**src/rtl/playseq_detector_jogada.sv**
```systemverilog
// playseq_detector_jogada: button synchroniser, debounce filter and one-hot press detector.
// Build option: define PLAYSEQ_DEBOUNCE_EN to include the FILTRA/SOLTA debounce states.
module playseq_detector_jogada #(
    parameter int N_BOTOES        = 4,
    parameter int DEBOUNCE_CICLOS = 4
) (
    input  logic                clock,
    input  logic                reset,
    input  logic [N_BOTOES-1:0] botoes,
    input  logic                habilita,
    output logic                tem_jogada,
    output logic [N_BOTOES-1:0] jogada,
    output logic                invalida,
    output logic [2:0]          db_estado
);

    localparam logic [2:0] OCIOSO = 3'd0;
    localparam logic [2:0] PULSO  = 3'd2;
    localparam logic [2:0] SEGURA = 3'd3;
`ifdef PLAYSEQ_DEBOUNCE_EN
    localparam logic [2:0] FILTRA = 3'd1;
    localparam logic [2:0] SOLTA  = 3'd4;
`endif

    logic [N_BOTOES-1:0] s1_q;
    logic [N_BOTOES-1:0] s2_q;
    logic [N_BOTOES-1:0] amostra_q;
    logic [N_BOTOES-1:0] amostra_d;
    logic [N_BOTOES-1:0] jogada_q;
    logic [N_BOTOES-1:0] jogada_d;
    logic [2:0]          estado_q;
    logic [2:0]          estado_d;
    logic                tem_jogada_q;
    logic                tem_jogada_d;
    logic                invalida_q;
    logic                invalida_d;
    logic                s2_ativo;
    logic                s2_um_quente;

    assign s2_ativo     = |s2_q;
    assign s2_um_quente = s2_ativo
                       && ((s2_q & (s2_q - N_BOTOES'(1))) == '0);

`ifdef PLAYSEQ_DEBOUNCE_EN
    localparam logic [7:0] CONTA_FIM = 8'(DEBOUNCE_CICLOS - 1);

    logic [7:0] conta_q;
    logic [7:0] conta_d;
    logic       conta_fim;

    assign conta_fim = (conta_q == CONTA_FIM);
`else
    logic [7:0] unused_debounce;

    assign unused_debounce = 8'(DEBOUNCE_CICLOS);
`endif

    always_comb begin
        estado_d     = estado_q;
        amostra_d    = amostra_q;
        jogada_d     = jogada_q;
        tem_jogada_d = 1'b0;
        invalida_d   = 1'b0;
`ifdef PLAYSEQ_DEBOUNCE_EN
        conta_d      = conta_q;

        case (estado_q)
            OCIOSO: begin
                if (s2_ativo) begin
                    if (habilita) begin
                        amostra_d = s2_q;
                        conta_d   = 8'd0;
                        estado_d  = FILTRA;
                    end else begin
                        estado_d  = SEGURA;
                    end
                end
            end
            FILTRA: begin
                if (!habilita) begin
                    estado_d = SEGURA;
                end else if (!s2_ativo) begin
                    estado_d = OCIOSO;
                end else if (s2_q != amostra_q) begin
                    // a pattern change restarts the stability window
                    amostra_d = s2_q;
                    conta_d   = 8'd0;
                end else if (conta_fim) begin
                    if (s2_um_quente) begin
                        estado_d   = PULSO;
                    end else begin
                        invalida_d = 1'b1;
                        estado_d   = SEGURA;
                    end
                end else begin
                    conta_d = conta_q + 8'd1;
                end
            end
            PULSO: begin
                estado_d = SEGURA;
            end
            SEGURA: begin
                if (!s2_ativo) begin
                    conta_d  = 8'd0;
                    estado_d = SOLTA;
                end
            end
            SOLTA: begin
                if (s2_ativo) begin
                    estado_d = SEGURA;
                end else if (conta_fim) begin
                    estado_d = OCIOSO;
                end else begin
                    conta_d = conta_q + 8'd1;
                end
            end
            default: begin
                estado_d = OCIOSO;
            end
        endcase
`else
        case (estado_q)
            OCIOSO: begin
                if (s2_ativo) begin
                    if (!habilita) begin
                        estado_d   = SEGURA;
                    end else if (s2_um_quente) begin
                        amostra_d  = s2_q;
                        estado_d   = PULSO;
                    end else begin
                        invalida_d = 1'b1;
                        estado_d   = SEGURA;
                    end
                end
            end
            PULSO: begin
                estado_d = SEGURA;
            end
            SEGURA: begin
                if (!s2_ativo) begin
                    estado_d = OCIOSO;
                end
            end
            default: begin
                estado_d = OCIOSO;
            end
        endcase
`endif

        // outputs are registered alongside the state they belong to
        if (estado_d == PULSO) begin
            tem_jogada_d = 1'b1;
            jogada_d     = amostra_d;
        end
    end

    always_ff @(posedge clock) begin
        if (reset) begin
            s1_q         <= '0;
            s2_q         <= '0;
            amostra_q    <= '0;
            jogada_q     <= '0;
            estado_q     <= OCIOSO;
            tem_jogada_q <= 1'b0;
            invalida_q   <= 1'b0;
        end else begin
            s1_q         <= botoes;
            s2_q         <= s1_q;
            amostra_q    <= amostra_d;
            jogada_q     <= jogada_d;
            estado_q     <= estado_d;
            tem_jogada_q <= tem_jogada_d;
            invalida_q   <= invalida_d;
        end
    end

`ifdef PLAYSEQ_DEBOUNCE_EN
    always_ff @(posedge clock) begin
        if (reset) begin
            conta_q <= 8'd0;
        end else begin
            conta_q <= conta_d;
        end
    end
`endif

    assign tem_jogada = tem_jogada_q;
    assign jogada     = jogada_q;
    assign invalida   = invalida_q;
    assign db_estado  = estado_q;

endmodule

```
**config.mk**
```make
export PLATFORM = sky130hd
export DESIGN_NAME = playseq_detector_jogada
export DESIGN_NICKNAME = d
export VERILOG_FILES = /design/src/rtl/playseq_detector_jogada.sv
export SDC_FILE = /design/constraint.sdc
export NUM_CORES = 1
export LEC_CHECK = 0
export CORE_MARGIN = 2
export CORE_UTILIZATION = 48
export CTS_CLUSTER_DIAMETER = 200
export CTS_CLUSTER_SIZE = 10
export DETAILED_ROUTE_END_ITERATION = 8
export GPL_TIMING_DRIVEN = 0
export PLACE_DENSITY = 0.76
export SLEW_MARGIN = 25
export SYNTH_ARGS = -nofsm -noshare
export SYNTH_HDL_FRONTEND = slang
export SYNTH_SLANG_ARGS = --single-unit
```
**constraint.sdc**
```tcl
create_clock -name clock -period 2.2 [get_ports clock]
set_input_delay 0.44 -clock clock [delete_from_list [all_inputs] [get_ports clock]]
set_output_delay 0.44 -clock clock [all_outputs]
set_load 0.02 [all_outputs]
```
== Word level (Yosys, flattened, before mapping) ==
Index checks and enable logic that the tools add are counted.
Storage, ports and cells
  output and inout port bits: 9
  register bits: 21
  bits of input ports: 7
  logic and storage cells: 31
Cells by class
  eq/ne operators: 3
  reductions and logical operators: 5
  muxes and demuxes: 11
  bitwise gates (word level): 4
  add/sub/neg operators: 1
Operators with widths (count)
  $mux W4: 4
  $eq A3 B2 Y1 const B: 3
  $pmux W3 S3: 1
  $reduce_or A4 Y1: 2
  $mux W3: 2
  $and A4 B4 Y4: 1
  $logic_not A4 Y1: 1
  $mux W1: 4
  $sub A4 B1 Y4 const B: 1
  $logic_not A3 Y1: 1
  $not A1 Y1: 3
  $logic_and A1 B1 Y1: 1

== Longest topological paths before layout ==
  word-level depth: 10
  gate-level depth with buffers: 5

== Least setup slack after synthesis ==
Ideal clock, no wire load.
  path type: register to register
  start point: reg s2_q[2]
  end point: reg jogada_q[0], in the netlist jogada[0]
  library setup time: 117 ps
  path buffers: 1
  period minus slack after synthesis: 1334 ps
  slack: 866 ps
  data arrival time: 1217 ps
  required time: 2083 ps
  cell stages (with the launch flop): 6
  path through: dfxtp_1 -> buf_6 -> or4_4 -> nand3_1 -> nor2_1 -> o22a_1
Between the ends
  longest elaborated chain between the ends: 9
  elaborated cells between the ends (all ways): 15
  classes of those cells: 1 x add/sub; 1 x eq/ne; 9 x mux; 1 x bitwise; 3 x reduce/logical
Ends and longest elaborated chain
  from (decl): RTL line 26  | logic [N_BOTOES-1:0] s2_q;
  from (signal assigned): RTL line 168  | s2_q <= s1_q;
  $sub A4 B1 Y4: RTL line 42  | && ((s2_q & (s2_q - N_BOTOES'(1))) == '0);
  $and A4 B4 Y4: RTL line 42
  $logic_not A4 Y1: RTL line 42
  $logic_and A1 B1 Y1: RTL line 42
  $mux W1: RTL line 127  | end else if (s2_um_quente) begin
  $mux W1: RTL line 125  | if (!habilita) begin
  $mux W3: RTL line 124  | if (s2_ativo) begin
  $pmux W3 S3: RTL line 122  | case (estado_q)
  $eq A3 B2 Y1: RTL line 151  | if (estado_d == PULSO) begin
  to (signal assigned): RTL line 170  | jogada_q <= jogada_d;
  to (decl): RTL line 29  | logic [N_BOTOES-1:0] jogada_q;
Parallel ways exist; a longest one is shown, timed or not.
A chain may end at the register's enable or synchronous reset.

== Worst setup path in the final report ==
  start point: reg estado_q[2], in the netlist db_estado[2]
  end point: out db_estado[2]
RTL lines
  from (decl): RTL line 31  | logic [2:0] estado_q;
  from (signal assigned): RTL line 171  | estado_q <= estado_d;
  to (decl): RTL line 14  | output logic [2:0] db_estado
No word-level cell between the ends.

==> results.tsv <==
metric	value	unit
grt.overflow.total	0	
core-area	0.00128	mm^2
ant_nets	0	
crit_arrival	1310	ps
skew	7.52	ps
ys_seq_area_share	52.6	%
row_count	13	
pre_cts_ws	254	ps
grt_max_degree	11	
outcome	finished, final reports clean	
yosys.area_share.xor_xnor	1.35	%
fmax	572	MHz
synth_top_family_by_area	simple AND/OR/NAND/NOR gates	
clk_pin_slew	90	ps
drive_gt1_share	13.8	%
synthArstFlopShare	0	%
synth_ff_type	dfxtp_1	
setup_viol_count_final	0	
post-route-min-period	1750	ps
max_cap_viol_count	0	
synthAdderAreaFrac	0	%
nets	88	
die_x	40.7	um
drc	0	
synth-simple-area-share	30.2	%
die_y	40.7	um
hold_viol	0	
min_period_over_period	79.5	%
synth.avg_cell_area	10.6	um^2
synth_cell_type_count	24	
slew_violations	0	
ys_warn_count	0	
crit_required	1760	ps
syn_area	647	um^2
crit_family	buffers and inverters	
rsz0062_at_grt	no	
yosys-mux-area-fraction	0	%
use_met1	18.0	%
timing.rr.end	jogada[2]	
cts-buffers-inserted	3	
first_iter_violations	3	
cts_resized	0	
port_buffers	15	
antenna_found_initial	0	
slowest_delay	630	ps
yosysTopAreaCell	dfxtp_1	
synth-edff-count	0	
grt_util_met2	28.6	%
crit_path_start_kind	register	
cts_hold_buf	0	
cts_root_buf	clkbuf_4	
grt_pass1_vias	419	
syn_nets	68	
cp.depth	1	
routed_wl	1.04	mm
crit_path_end_kind	output pin	
start_util	50.3	%
synthCells	61	
synth_top_area_share	52.6	%
cp_slowest_cell	clkdlybuf4s50_1	
htree_levels	1	
busiest_layer	met2	
synth_compound_area_share	13.0	%
vdd_drop_max	0.492	mV
grt_pass1_wl	1.75	mm
cp_max_fo	4	
setup-tns-final	0	ps
synthTopCellsByCount	dfxtp_1 (17), nor2b_1 (12), nor2_1 (6), nand2_1 (3), o22a_1 (3)	
pin_count	16	
crit_start	db_estado[2]	
dp_hpwl	807	um
dr.pass1.iters	2	
avgRoutedWirePerCell	10.9	um
worst_slack	452	ps
timing.critical_path.cells	clkdlybuf4s50_1	
clockBufferDepth	2	
clock-sinks	17	
cts_setup_buffers	0	
dieArea	0.00166	mm^2
cts_tree	done	
antenna_cells	0	
num_vias	485	
vias_per_cell	5.11	
ys_seq_elements	17	
crit_path_end	db_estado[2]	
clk_latency	290	ps
p_leak	0.318	nW
layout-area-overhead-vs-synth	30.4	%
use_met3	4.89	%
worstRegToRegCells	4	
crit_type	register to output pin	
r2r-start	s2_q[0]	
min_path_type	register to register	
yosys.cell_count.top_type	dfxtp_1	
gp_congestion	0.710	
yosys-top-cells-area	dfxtp_1 (53%), nor2b_1 (12%), o22a_1 (4.1%)	
p_per_area	674	mW/mm^2
crit_buf_inv	1	
grt_use_total	16.7	%
r2r_setup_slack	790	ps
## cell families after synthesis
| family | count (synthesis) |
|---|---|
| XOR/XNOR | 1 |
| AO/OA/AOI/OAI | 9 |
| flip-flops | 17 |
| buffers and inverters | 2 |
| other | 1 |
| AND/OR/NAND/NOR | 31 |
## layout by cell type (no fill, tap or decap), types with 2 or more instances in the layout
cell             count
nand2_1              3
clkbuf_4             3
nand2b_1             2
o22a_1               3
nor2_1               6
nor2b_1             12
clkdlybuf4s50_1     15
dfxtp_1             17
## power breakdown
part | internal [mW] | switching, mW | total [mW]
Combinational | 0.0417 | 0.0337 | 0.0754
Sequential | 0.320 | 0.00828 | 0.328
Clock | 0.0675 | 0.0975 | 0.165
## through the flow
step / area (um^2) / power (mW) / instances / utilization, % / hold WS, ps
final: 843 / 0.569 / 95 / 65.6 / 451
after global placement: 816 / 0.409 / 91 / 63.5 / 418
after floorplan: 647 / 0.381 / 61 / - / 414
after detailed placement: 816 / 0.411 / 91 / 63.5 / 429
after CTS: 843 / 0.574 / 95 / 65.6 / 455
after global routing: 843 / 0.600 / 95 / 65.6 / 466
## routing by layer
metal | share of wire (%) | up-vias
met2 | 51 | 9
li1 | - | 247
met4 | 1.2 | 0
met5 | 0 | -
met3 | 4.0 | 2
met1 | 44 | 227
## worst min path at each step
| stage | from | end | slack (ps) | cells after the start |
|---|---|---|---|---|
| 2_1_floorplan | s1_q[0] | s2_q[0] | 410 | 1 |
| 3_3_place_gp | s1_q[3] | s2_q[3] | 420 | 1 |
| 3_5_place_dp | s1_q[0] | s2_q[0] | 430 | 1 |
| 6_report | s1_q[2] | s2_q[2] | 450 | 1 |
| 5_1_grt | s1_q[0] | s2_q[0] | 470 | 1 |
| 4_1_cts | s1_q[0] | s2_q[0] | 450 | 1 |
## area by class of cell
class | count | area, um^2
fillers | 106 | 442
flip-flops and latches | 17 | 340
multi-input cells | 42 | 292
repair buffers | 15 | 150
clock buffers | 3 | 22.5
well taps | 15 | 18.8
plain buffers | 2 | 15.0
clock inverters | 1 | 5.00
## flip-flops by register name, indices dropped and copies added (netlist names)
signal      count
jogada          4
s1_q            4
s2_q            4
db_estado       3
invalida        1
tem_jogada      1
(Power assumes the default switching activity.)
